$ cat config.mk
export PLATFORM = sky130hd
export DESIGN_NAME = mod_buzz_seq
export DESIGN_NICKNAME = d
export VERILOG_FILES = /design/src/rtl/mod_buzz_seq_pkg.sv /design/src/rtl/mod_buzz_arb.sv /design/src/rtl/mod_buzz_seq.sv
export SDC_FILE = /design/constraint.sdc
export NUM_CORES = 1
export LEC_CHECK = 0
export ABC_AREA = 1
export BUFFER_PORTS_ARGS = -buffer_cell sky130_fd_sc_hd__buf_2
export CAP_MARGIN = 5
export CORE_UTILIZATION = 45
export DETAILED_ROUTE_END_ITERATION = 6
export HOLD_SLACK_MARGIN = 0.08
export PLACE_DENSITY = 0.69
export SETUP_SLACK_MARGIN = 0.4
export SKIP_CTS_REPAIR_TIMING = 1
export SYNTH_ARGS = -nofsm -noshare
export SYNTH_HDL_FRONTEND = slang
export SYNTH_SLANG_ARGS = --single-unit
$ cat constraint.sdc
create_clock -name clk_i -period 3.9 [get_ports clk_i]
set_input_delay 0.39 -clock clk_i [delete_from_list [all_inputs] [get_ports clk_i]]
set_output_delay 0.39 -clock clk_i [all_outputs]
set_load 0.005 [all_outputs]
$ cat src/rtl/mod_buzz_seq_pkg.sv
// Shared types and defaults for the buzzer beep sequencer.
package buzz_seq_pkg;

   localparam int NUM_REQ_DEF = 4;
   localparam int BUSY_TO_DEF = 16;

   // Beep count, 0..15
   typedef logic [3:0] cnt_t;

   typedef enum logic [2:0] {
      IDLE,
      TRIG,
      WAIT_RISE,
      WAIT_FALL,
      GAP,
      DONE
   } state_t;

endpackage

$ cat src/rtl/mod_buzz_arb.sv
// Requester arbiter for the buzzer sequencer.
// MOD_BUZZ_SEQ_RR_EN defined: round-robin, search starts after the last grant.
// MOD_BUZZ_SEQ_RR_EN undefined: fixed priority, lowest index wins.
module mod_buzz_arb
   import buzz_seq_pkg::*;
#(
   parameter int NUM_REQ = NUM_REQ_DEF
) (
`ifdef MOD_BUZZ_SEQ_RR_EN
   input  logic                       clk_i,
   input  logic                       rst_i,
`endif
   input  logic [NUM_REQ-1:0]         req_i,
   input  logic                       en_i,
   output logic [NUM_REQ-1:0]         gnt_o,
   output logic [$clog2(NUM_REQ)-1:0] idx_o
);

   localparam int IDX_W = $clog2(NUM_REQ);

`ifdef MOD_BUZZ_SEQ_RR_EN
   logic [IDX_W-1:0] ptr_q, ptr_d;

   // Pick the first requester at or after the pointer, wrapping around
   always_comb begin
      logic             found;
      int unsigned      cand;
      logic [IDX_W-1:0] cand_idx;
      found    = 1'b0;
      cand     = 0;
      cand_idx = '0;
      gnt_o    = '0;
      idx_o    = '0;
      for (int unsigned k = 0; k < NUM_REQ; k++) begin
         cand = int'(ptr_q) + k;
         if (cand >= NUM_REQ) begin
            cand = cand - NUM_REQ;
         end
         cand_idx = IDX_W'(cand);
         if (en_i && !found && req_i[cand_idx]) begin
            found         = 1'b1;
            gnt_o         = '0;
            gnt_o[cand_idx] = 1'b1;
            idx_o         = cand_idx;
         end
      end
      ptr_d = ptr_q;
      if (found) begin
         ptr_d = (int'(idx_o) == NUM_REQ - 1) ? '0 : idx_o + IDX_W'(1);
      end
   end

   // Pointer advances only when a grant is issued
   always_ff @(posedge clk_i) begin
      if (!rst_i) begin
         ptr_q <= '0;
      end else begin
         ptr_q <= ptr_d;
      end
   end
`else
   // Fixed priority: lowest set request bit wins
   always_comb begin
      logic             found;
      logic [IDX_W-1:0] cand_idx;
      found    = 1'b0;
      cand_idx = '0;
      gnt_o    = '0;
      idx_o    = '0;
      for (int unsigned i = 0; i < NUM_REQ; i++) begin
         cand_idx = IDX_W'(i);
         if (en_i && !found && req_i[cand_idx]) begin
            found           = 1'b1;
            gnt_o[cand_idx] = 1'b1;
            idx_o           = cand_idx;
         end
      end
   end
`endif

endmodule

$ cat src/rtl/mod_buzz_seq.sv
// Buzzer beep sequencer: arbitrates requesters, then plays cnt beeps with a
// microsecond-timed gap, supervising the buzzer busy handshake.
// Optional: MOD_BUZZ_SEQ_RR_EN selects round-robin arbitration.
module mod_buzz_seq
   import buzz_seq_pkg::*;
#(
   parameter int NUM_REQ = NUM_REQ_DEF,
   parameter int GAP_W   = 16,
   parameter int BUSY_TO = BUSY_TO_DEF
) (
   input  logic                       clk_i,
   input  logic                       rst_i,
   input  logic                       tick_i,
   input  logic [NUM_REQ-1:0]         req_i,
   input  logic [NUM_REQ-1:0][3:0]    cnt_i,
   input  logic [GAP_W-1:0]           gap_us_i,
   output logic [NUM_REQ-1:0]         ack_o,
   output logic [NUM_REQ-1:0]         done_o,
   output logic [$clog2(NUM_REQ)-1:0] gnt_id_o,
   output logic                       busy_o,
   output logic                       buz_trig_o,
   input  logic                       buz_busy_i,
   output logic                       err_o
);

   localparam int IDX_W = $clog2(NUM_REQ);
   localparam int TO_W  = $clog2(BUSY_TO + 1);
   localparam logic [TO_W-1:0] TO_LAST = TO_W'(BUSY_TO - 1);

   state_t             state_q, state_d;
   logic [IDX_W-1:0]   id_q, id_d;
   cnt_t               rem_q, rem_d;
   logic [GAP_W-1:0]   gap_q, gap_d;
   logic [TO_W-1:0]    wait_q, wait_d;
   logic               err_q, err_d;
   logic [NUM_REQ-1:0] done_q, done_d;

   logic               arb_en;
   logic [NUM_REQ-1:0] arb_gnt;
   logic [IDX_W-1:0]   arb_idx;
   logic               granted;
   logic               rem_last;
   logic               gap_last;
   logic               rise_to;

   // rst_i also gates the combinational grant so ack_o stays low while reset is held
   assign arb_en   = (state_q == IDLE) && !buz_busy_i && rst_i;
   assign granted  = |arb_gnt;
   assign rem_last = (rem_q <= cnt_t'(1));
   assign gap_last = (gap_q <= GAP_W'(1));
   assign rise_to  = (wait_q == TO_LAST);

   mod_buzz_arb #(.NUM_REQ(NUM_REQ)) u_arb (
`ifdef MOD_BUZZ_SEQ_RR_EN
      .clk_i (clk_i),
      .rst_i (rst_i),
`endif
      .req_i (req_i),
      .en_i  (arb_en),
      .gnt_o (arb_gnt),
      .idx_o (arb_idx)
   );

   // State register
   always_ff @(posedge clk_i) begin
      if (!rst_i) begin
         state_q <= IDLE;
      end else begin
         state_q <= state_d;
      end
   end

   // Next-state logic
   always_comb begin
      state_d = state_q;
      case (state_q)
         IDLE: begin
            if (granted) begin
               state_d = (cnt_i[arb_idx] == '0) ? DONE : TRIG;
            end
         end
         TRIG: state_d = WAIT_RISE;
         WAIT_RISE: begin
            if (buz_busy_i) begin
               state_d = WAIT_FALL;
            end else if (rise_to) begin
               state_d = DONE;
            end
         end
         WAIT_FALL: begin
            if (!buz_busy_i) begin
               if (rem_last) begin
                  state_d = DONE;
               end else if (gap_us_i == '0) begin
                  state_d = TRIG;
               end else begin
                  state_d = GAP;
               end
            end
         end
         GAP: begin
            if (tick_i && gap_last) begin
               state_d = TRIG;
            end
         end
         DONE:    state_d = IDLE;
         default: state_d = IDLE;
      endcase
   end

   // Datapath next values: grant latch, beep/gap/timeout counters, sticky error, done pulse
   always_comb begin
      id_d   = id_q;
      rem_d  = rem_q;
      gap_d  = gap_q;
      wait_d = wait_q;
      err_d  = err_q;
      done_d = '0;
      case (state_q)
         IDLE: begin
            if (granted) begin
               id_d  = arb_idx;
               rem_d = cnt_i[arb_idx];
            end
         end
         TRIG: wait_d = '0;
         WAIT_RISE: begin
            if (!buz_busy_i) begin
               if (rise_to) begin
                  err_d = 1'b1;
               end else begin
                  wait_d = wait_q + TO_W'(1);
               end
            end
         end
         WAIT_FALL: begin
            if (!buz_busy_i) begin
               if (rem_q != '0) begin
                  rem_d = rem_q - cnt_t'(1);
               end
               // Loading here means a tick in the entry cycle is never counted
               gap_d = gap_us_i;
            end
         end
         GAP: begin
            if (tick_i) begin
               gap_d = gap_last ? '0 : gap_q - GAP_W'(1);
            end
         end
         DONE:    done_d[id_q] = 1'b1;
         default: ;
      endcase
   end

   // Datapath registers
   always_ff @(posedge clk_i) begin
      if (!rst_i) begin
         id_q   <= '0;
         rem_q  <= '0;
         gap_q  <= '0;
         wait_q <= '0;
         err_q  <= 1'b0;
         done_q <= '0;
      end else begin
         id_q   <= id_d;
         rem_q  <= rem_d;
         gap_q  <= gap_d;
         wait_q <= wait_d;
         err_q  <= err_d;
         done_q <= done_d;
      end
   end

   // Outputs
   always_comb begin
      ack_o      = arb_gnt;
      done_o     = done_q;
      gnt_id_o   = id_q;
      busy_o     = (state_q != IDLE);
      buz_trig_o = (state_q == TRIG);
      err_o      = err_q;
   end

endmodule
Yosys cells after proc, flatten, opt, wreduce, memory -nomap -nowiden
Index checks and enable logic that the tools add are counted.
- add/sub/neg operators: 3
- reduce and logical (&&, ||, !) cells: 31
- mux-type cells: 33
- eq/ne operators: 14
- bitwise gates (word level): 1
- div/mod/pow operators: 0
- shifts and indexed selects: 0
- multiply operators: 0
- order comparisons: 5
- operator list (cell ; count):
    two-way mux 16 bit ; 3
    case mux 16 bit (2 select lines) ; 1
    two-way mux 3 bit ; 8
    less-or-equal comparator 16 x 1 -> 1 bit, second input constant ; 1
    logical NOT 16 bit ; 1
    two-way mux 4 bit ; 4
    subtractor 16 x 1 -> 16 bit, second input constant ; 1
    case mux 3 bit (5 select lines) ; 1
    != test 2 bit, second input constant ; 7
    logical AND 1 bit ; 11
    two-way mux 5 bit ; 2
    case mux 5 bit (2 select lines) ; 1
    AND reduction 3 bit ; 3
    binary-select mux 4 bit (select 2 bit) ; 1
    two-way mux 1 bit ; 8
    case mux 4 bit (2 select lines) ; 1
    AND reduction 4 bit ; 2
    equality test 3 x 2 -> 1 bit, second input constant ; 2
    equality test 3 bit, second input constant ; 2
    < comparator 2 x 3 -> 1 bit, second input constant ; 2
    nonzero test 2 bit ; 3
    adder 5 x 1 -> 5 bit, second input constant ; 1
    equality test 5 x 4 -> 1 bit, second input constant ; 1
    less-or-equal comparator 4 x 1 -> 1 bit, second input constant ; 1
    other kinds (14) ; 19
- bits in writable memories: 0
- memory bits (read-only): 0
- latch bits: 0
- bits in registers: 35
- input bits: 40
- output and inout bits: 13
- memories: 0

Longest topological paths before layout
- depth in word-level cells: 23
- gate-level depth with buffers: 14
- gate-level depth less buffers: 13

Cells and area by module
A second synthesis with hierarchy kept.
- cell total of the unflattened synthesis: 388
- area, all modules: 2389.8 sq um
- modules (own cells, without submodules) (module ; times used ; cells an instance ; seq. area each (sq um) ; area each (sq um)):
    mod_buzz_seq ; 1 ; 373 ; 700.7 ; 2323.5
    mod_buzz_arb ; 1 ; 15 ; 0.0 ; 66.3

Worst setup path after synthesis
Ideal clock, no wire load.
- kind: register to register
- start: register gap_q[0]
- end: register gap_q[13]
- path buffers: 1
- setup time: 0.074 ns
- period minus slack after synthesis: 1.604 ns
- slack: 2.296 ns
- cell stages (with the launch flop): 11
- arrival: 1.530 ns
- cells stage by stage: dfxtp_1 inv_1 ha_1 nand2_1 nor2_2 nand2_1 nand2_1 a31oi_4 buf_4 nand3_1 a31oi_1
- word-level cells in the longest chain between the ends: 4
- elaborated cells on any way between the ends: 5
- those cells by class: add/sub: 1; order compare: 1; mux: 3
- RTL lines (item ; line ; text):
    start, declared ; mod_buzz_seq.sv:33 ; logic [GAP_W-1:0] gap_q, gap_d;
    start signal, assigned ; mod_buzz_seq.sv:167 ; gap_q <= gap_d;
    subtractor 16 x 1 -> 16 bit / less-or-equal comparator 16 x 1 -> 1 bit (equally long branches) ; mod_buzz_seq.sv:147, mod_buzz_seq.sv:50 ;
    two-way mux 16 bit * ; mod_buzz_seq.sv:147 ; gap_d = gap_last ? '0 : gap_q - GAP_W'(1);
    two-way mux 16 bit * ; mod_buzz_seq.sv:146 ; if (tick_i) begin
    case mux 16 bit (2 select lines) * ; mod_buzz_seq.sv:119 ; case (state_q)
Every way passes the cells marked *; elsewhere a longest branch is shown, timed or not. The select of a mux whose other input is x is not followed.
A chain may end at the register's enable or synchronous reset.

Worst setup path in the final report
- start: register gap_q[0]
- end: register state_q[0]
- word-level cells in the longest chain between the ends: 4
- RTL lines (item ; line ; text):
    less-or-equal comparator 16 x 1 -> 1 bit ; mod_buzz_seq.sv:50 ; assign gap_last = (gap_q <= GAP_W'(1));
    logical AND 1 bit ; mod_buzz_seq.sv:102 ; if (tick_i && gap_last) begin
    != test 2 bit (no line) ; n/a ;
    AND reduction 4 bit (no line) ; n/a ;
    end signal, assigned ; mod_buzz_seq.sv:69 ; state_q <= state_d;
    end, declared ; mod_buzz_seq.sv:30 ; state_t state_q, state_d;
No other way between the ends.

==> impl_metrics.json <==
{
  "status": "finished clean",
  "fp.dieW_um": 76.27,
  "cts_tree": "done",
  "cp_cell_sequence": "inv_1 -> ha_1 -> nand2_1 -> nor2_2 -> nand2_1 -> nand2_1 -> a31oi_4 -> nor2_2 -> nand2_2 -> nor2_1 -> nor2_1 -> nor2_1",
  "syn_area_mm2": 0.002482,
  "drt_pass1_iterations": 4,
  "yosys_warnings": 0,
  "fin_tns_setup_ns": 0,
  "required_ns": 4.09,
  "worstMarginPinSlew_ns": 0.7519,
  "crit_family": "simple AND/OR/NAND/NOR gates",
  "clk_latency_ns": 0.30,
  "yosysUniqueCellTypes": 36,
  "track_usage_pct": 21.36,
  "cts_root_buf": "clkbuf_8",
  "dp_cells": 496,
  "avgSynthCellArea_um2": 6.465,
  "min_path_type": "input pin to register",
  "via_count": 2559,
  "gr-usage-met3_pct": 3.473,
  "slowest_delay_ns": 0.44,
  "ff_latch_area_um2": 700.7,
  "rsz0062_at_grt": "no",
  "num_rows": 26,
  "synth_fa_ha_area_share_pct": 3.024,
  "critPathBufInv": 1,
  "worst_slack_ns": 1.862,
  "insertedDiodeCount": 0,
  "max_cap_viol_count": 0,
  "globalplace.congestion": 0.8459,
  "synth_flop_cell": "dfxtp_1",
  "synthMuxAreaShare_pct": 0,
  "viasPerCell": 5.077,
  "synth_cells": 384,
  "routedWlPerCell_um": 11.53,
  "synthXorXnorAreaFrac_pct": 2.470,
  "endpoint_kind": "register",
  "use_met2_pct": 36.76,
  "max_freq_mhz": 490.6,
  "busiest_layer": "met2",
  "io_pins": 53,
  "grt_max_degree": 33,
  "cts_made_buffers": 5,
  "drtAntennaViolNets": 0,
  "grt_pass1_wl_um": 10150,
  "cp-start-kind": "register",
  "cp_slowest_cell": "a31oi_4",
  "r2r-start": "gap_q[0]",
  "routed_wl_um": 5810,
  "clk_path_buf_depth": 2,
  "skew_ns": 0.01066,
  "gr-total-overflow": 0,
  "multi_input_area_mm2": 0.001496,
  "crit_start": "gap_q[0]",
  "fin_crit_ns": 2.038,
  "initial_core_util_pct": 47.69,
  "crit_arrival_ns": 2.23,
  "synthSimpleGateAreaFrac_pct": 35.64,
  "synth_nets": 430,
  "drive_gt1_share_pct": 21.20,
  "synth_compound_area_share_pct": 19.15,
  "grt_pass1_vias": 2360,
  "hold_start": "gap_us_i[6]",
  "synthToLayoutAreaGrowth_pct": 15.17,
  "fill_cells": 542,
  "fin_nets": 479,
  "instances_no_fill": 504,
  "final.period_utilization_pct": 52.27,
  "die-area_mm2": 0.005817,
  "cts_sinks": 35,
  "timing.slew.headroom_pct": 49.76,
  "io_buffer_count": 52,
  "synth-edff-count": 0,
  "total_power_w": 0.001693,
  "clkTransAtPathRegs_ns": 0.08,
  "drc": 0,
  "ys_seq_elements": 35,
  "leakage_nw": 1.409,
  "crit_type": "register to register",
  "hold_viol": 0,
  "dp_hpwl_um": 4358,
  "ir_drop_v": 0.0003436,
  "p_per_area_mw_per_mm2": 592.3,
  "synth_top_family_by_area": "simple AND/OR/NAND/NOR gates",
  "pre_cts_ws_ns": 1.558,
  "antenna_found_initial": 0,
  "drt_iter0_markers": 137,
  "crit_path_max_fanout": 17,
  "slew_violations": 0,
  "chipHeight_um": 76.27,
  "fp.coreArea_mm2": 0.005205,
  "htreeDepth": 2,
  "setup_viol": 0,
  "ys_seq_area_share_pct": 28.23,
  "grtUsageMet1_pct": 26.22,
  "ys_async_sr_fraction_pct": 0
}
## cells in the mapped netlist (2+ instances only)
cell,instances,share of area (%)
o2111ai_1,5,1.8
nand2_2,2,0.50
nand2_1,91,14
xor2_1,5,1.8
clkbuf_1,3,0.45
o21ai_1,14,2.8
nand4_1,4,1.0
nor2_4,4,1.8
o211a_1,2,0.81
nor2_1,43,6.5
buf_2,3,0.60
inv_2,9,1.4
buf_4,3,0.91
nor3_2,3,1.2
ha_1,6,3.0
nand3_1,29,5.8
nor2_2,4,1.0
nor4_1,2,0.50
nand2_4,2,0.91
nor3_1,10,2.0
xnor2_1,2,0.71
a21oi_4,2,1.3
inv_1,51,7.7
dfxtp_1,35,28
a21oi_1,11,2.2
o21ai_0,13,2.6
a31oi_1,17,4.3
## cell families after synthesis
kind of cell / after synthesis
AOI/OAI and AO/OA: 70
DFF: 35
xor gates and xnor gates: 7
buffers and inverters: 70
and+or+nand+nor: 196
adders and majority gates: 6
## cell usage in the layout, fill, tap and decap left out, drive strengths merged
cell | Yosys | routed
nand2 | 95 | 95
inv | 60 | 60
buf | 7 | 52
nor2 | 51 | 51
dfxtp | 35 | 35
nand3 | 29 | 29
o21ai | 28 | 28
a31oi | 18 | 18
a21oi | 14 | 14
nor3 | 13 | 13
ha | 6 | 6
o2111ai | 6 | 6
xor2 | 5 | 5
clkbuf | 3 | 5
nand4 | 4 | 4
o211a | 2 | 2
nor4 | 2 | 2
xnor2 | 2 | 2
clkinvlp | 0 | 2
o211ai | 1 | 1
o21bai | 1 | 1
nand3b | 1 | 1
or2 | 1 | 1
clkinv | 0 | 1
## flip-flops by register name, summed over array words and instances (netlist names)
name and cells:
done_o 4, err_o 1, gap_q 16, gnt_id_o 2, rem_q 4, state_q 3
wait_q 5
## through the flow
step                      area, um^2  utilization (%)  hold WS [ns]
final                           2859            54.93        0.3585
after CTS                       2859            54.93        0.3555
after floorplan                 2482                -        0.4604
after global placement          2770            53.22        0.4629
after detailed placement        2770            53.22        0.4591
after global routing            2859            54.93        0.3714
## power by group
group / switching, W / internal (W)
registers: 0.0000689 / 0.000430
logic: 0.000578 / 0.000341
clock network: 0.000151 / 0.000124
## path summary, 6_finish.rpt
path / endpoint / slack (ns) / depth (start not counted)
worst min register to register: err_o / 0.47 / 2
worst max register to register: state_q[0] / 1.86 / 12
worst max-delay path: state_q[0] / 1.86 / 12
worst min-delay path: gap_q[6] / 0.36 / 3
## final cells by class
type / count / area share [%]
well taps: 70 / 3.063
inverters: 60 / 7.877
flip-flops and latches: 35 / 24.51
multi-input cells: 279 / 52.34
clock inverters: 3 / 0.7002
clock buffers: 5 / 2.407
repair buffers: 52 / 9.103
## routing by layer
| layer | share of wire (%) | up-vias |
|---|---|---|
| li1 | - | 1358 |
| met1 | 49 | 1136 |
| met2 | 46 | 56 |
| met3 | 3.7 | 9 |
| met4 | 1.7 | 0 |
| met5 | 0 | - |
## worst min-delay path, stage by stage
cell,delay [ns]
buf_2,0.11
nand2_1,0.05
a31oi_1,0.07
(Power assumes the default switching activity.)
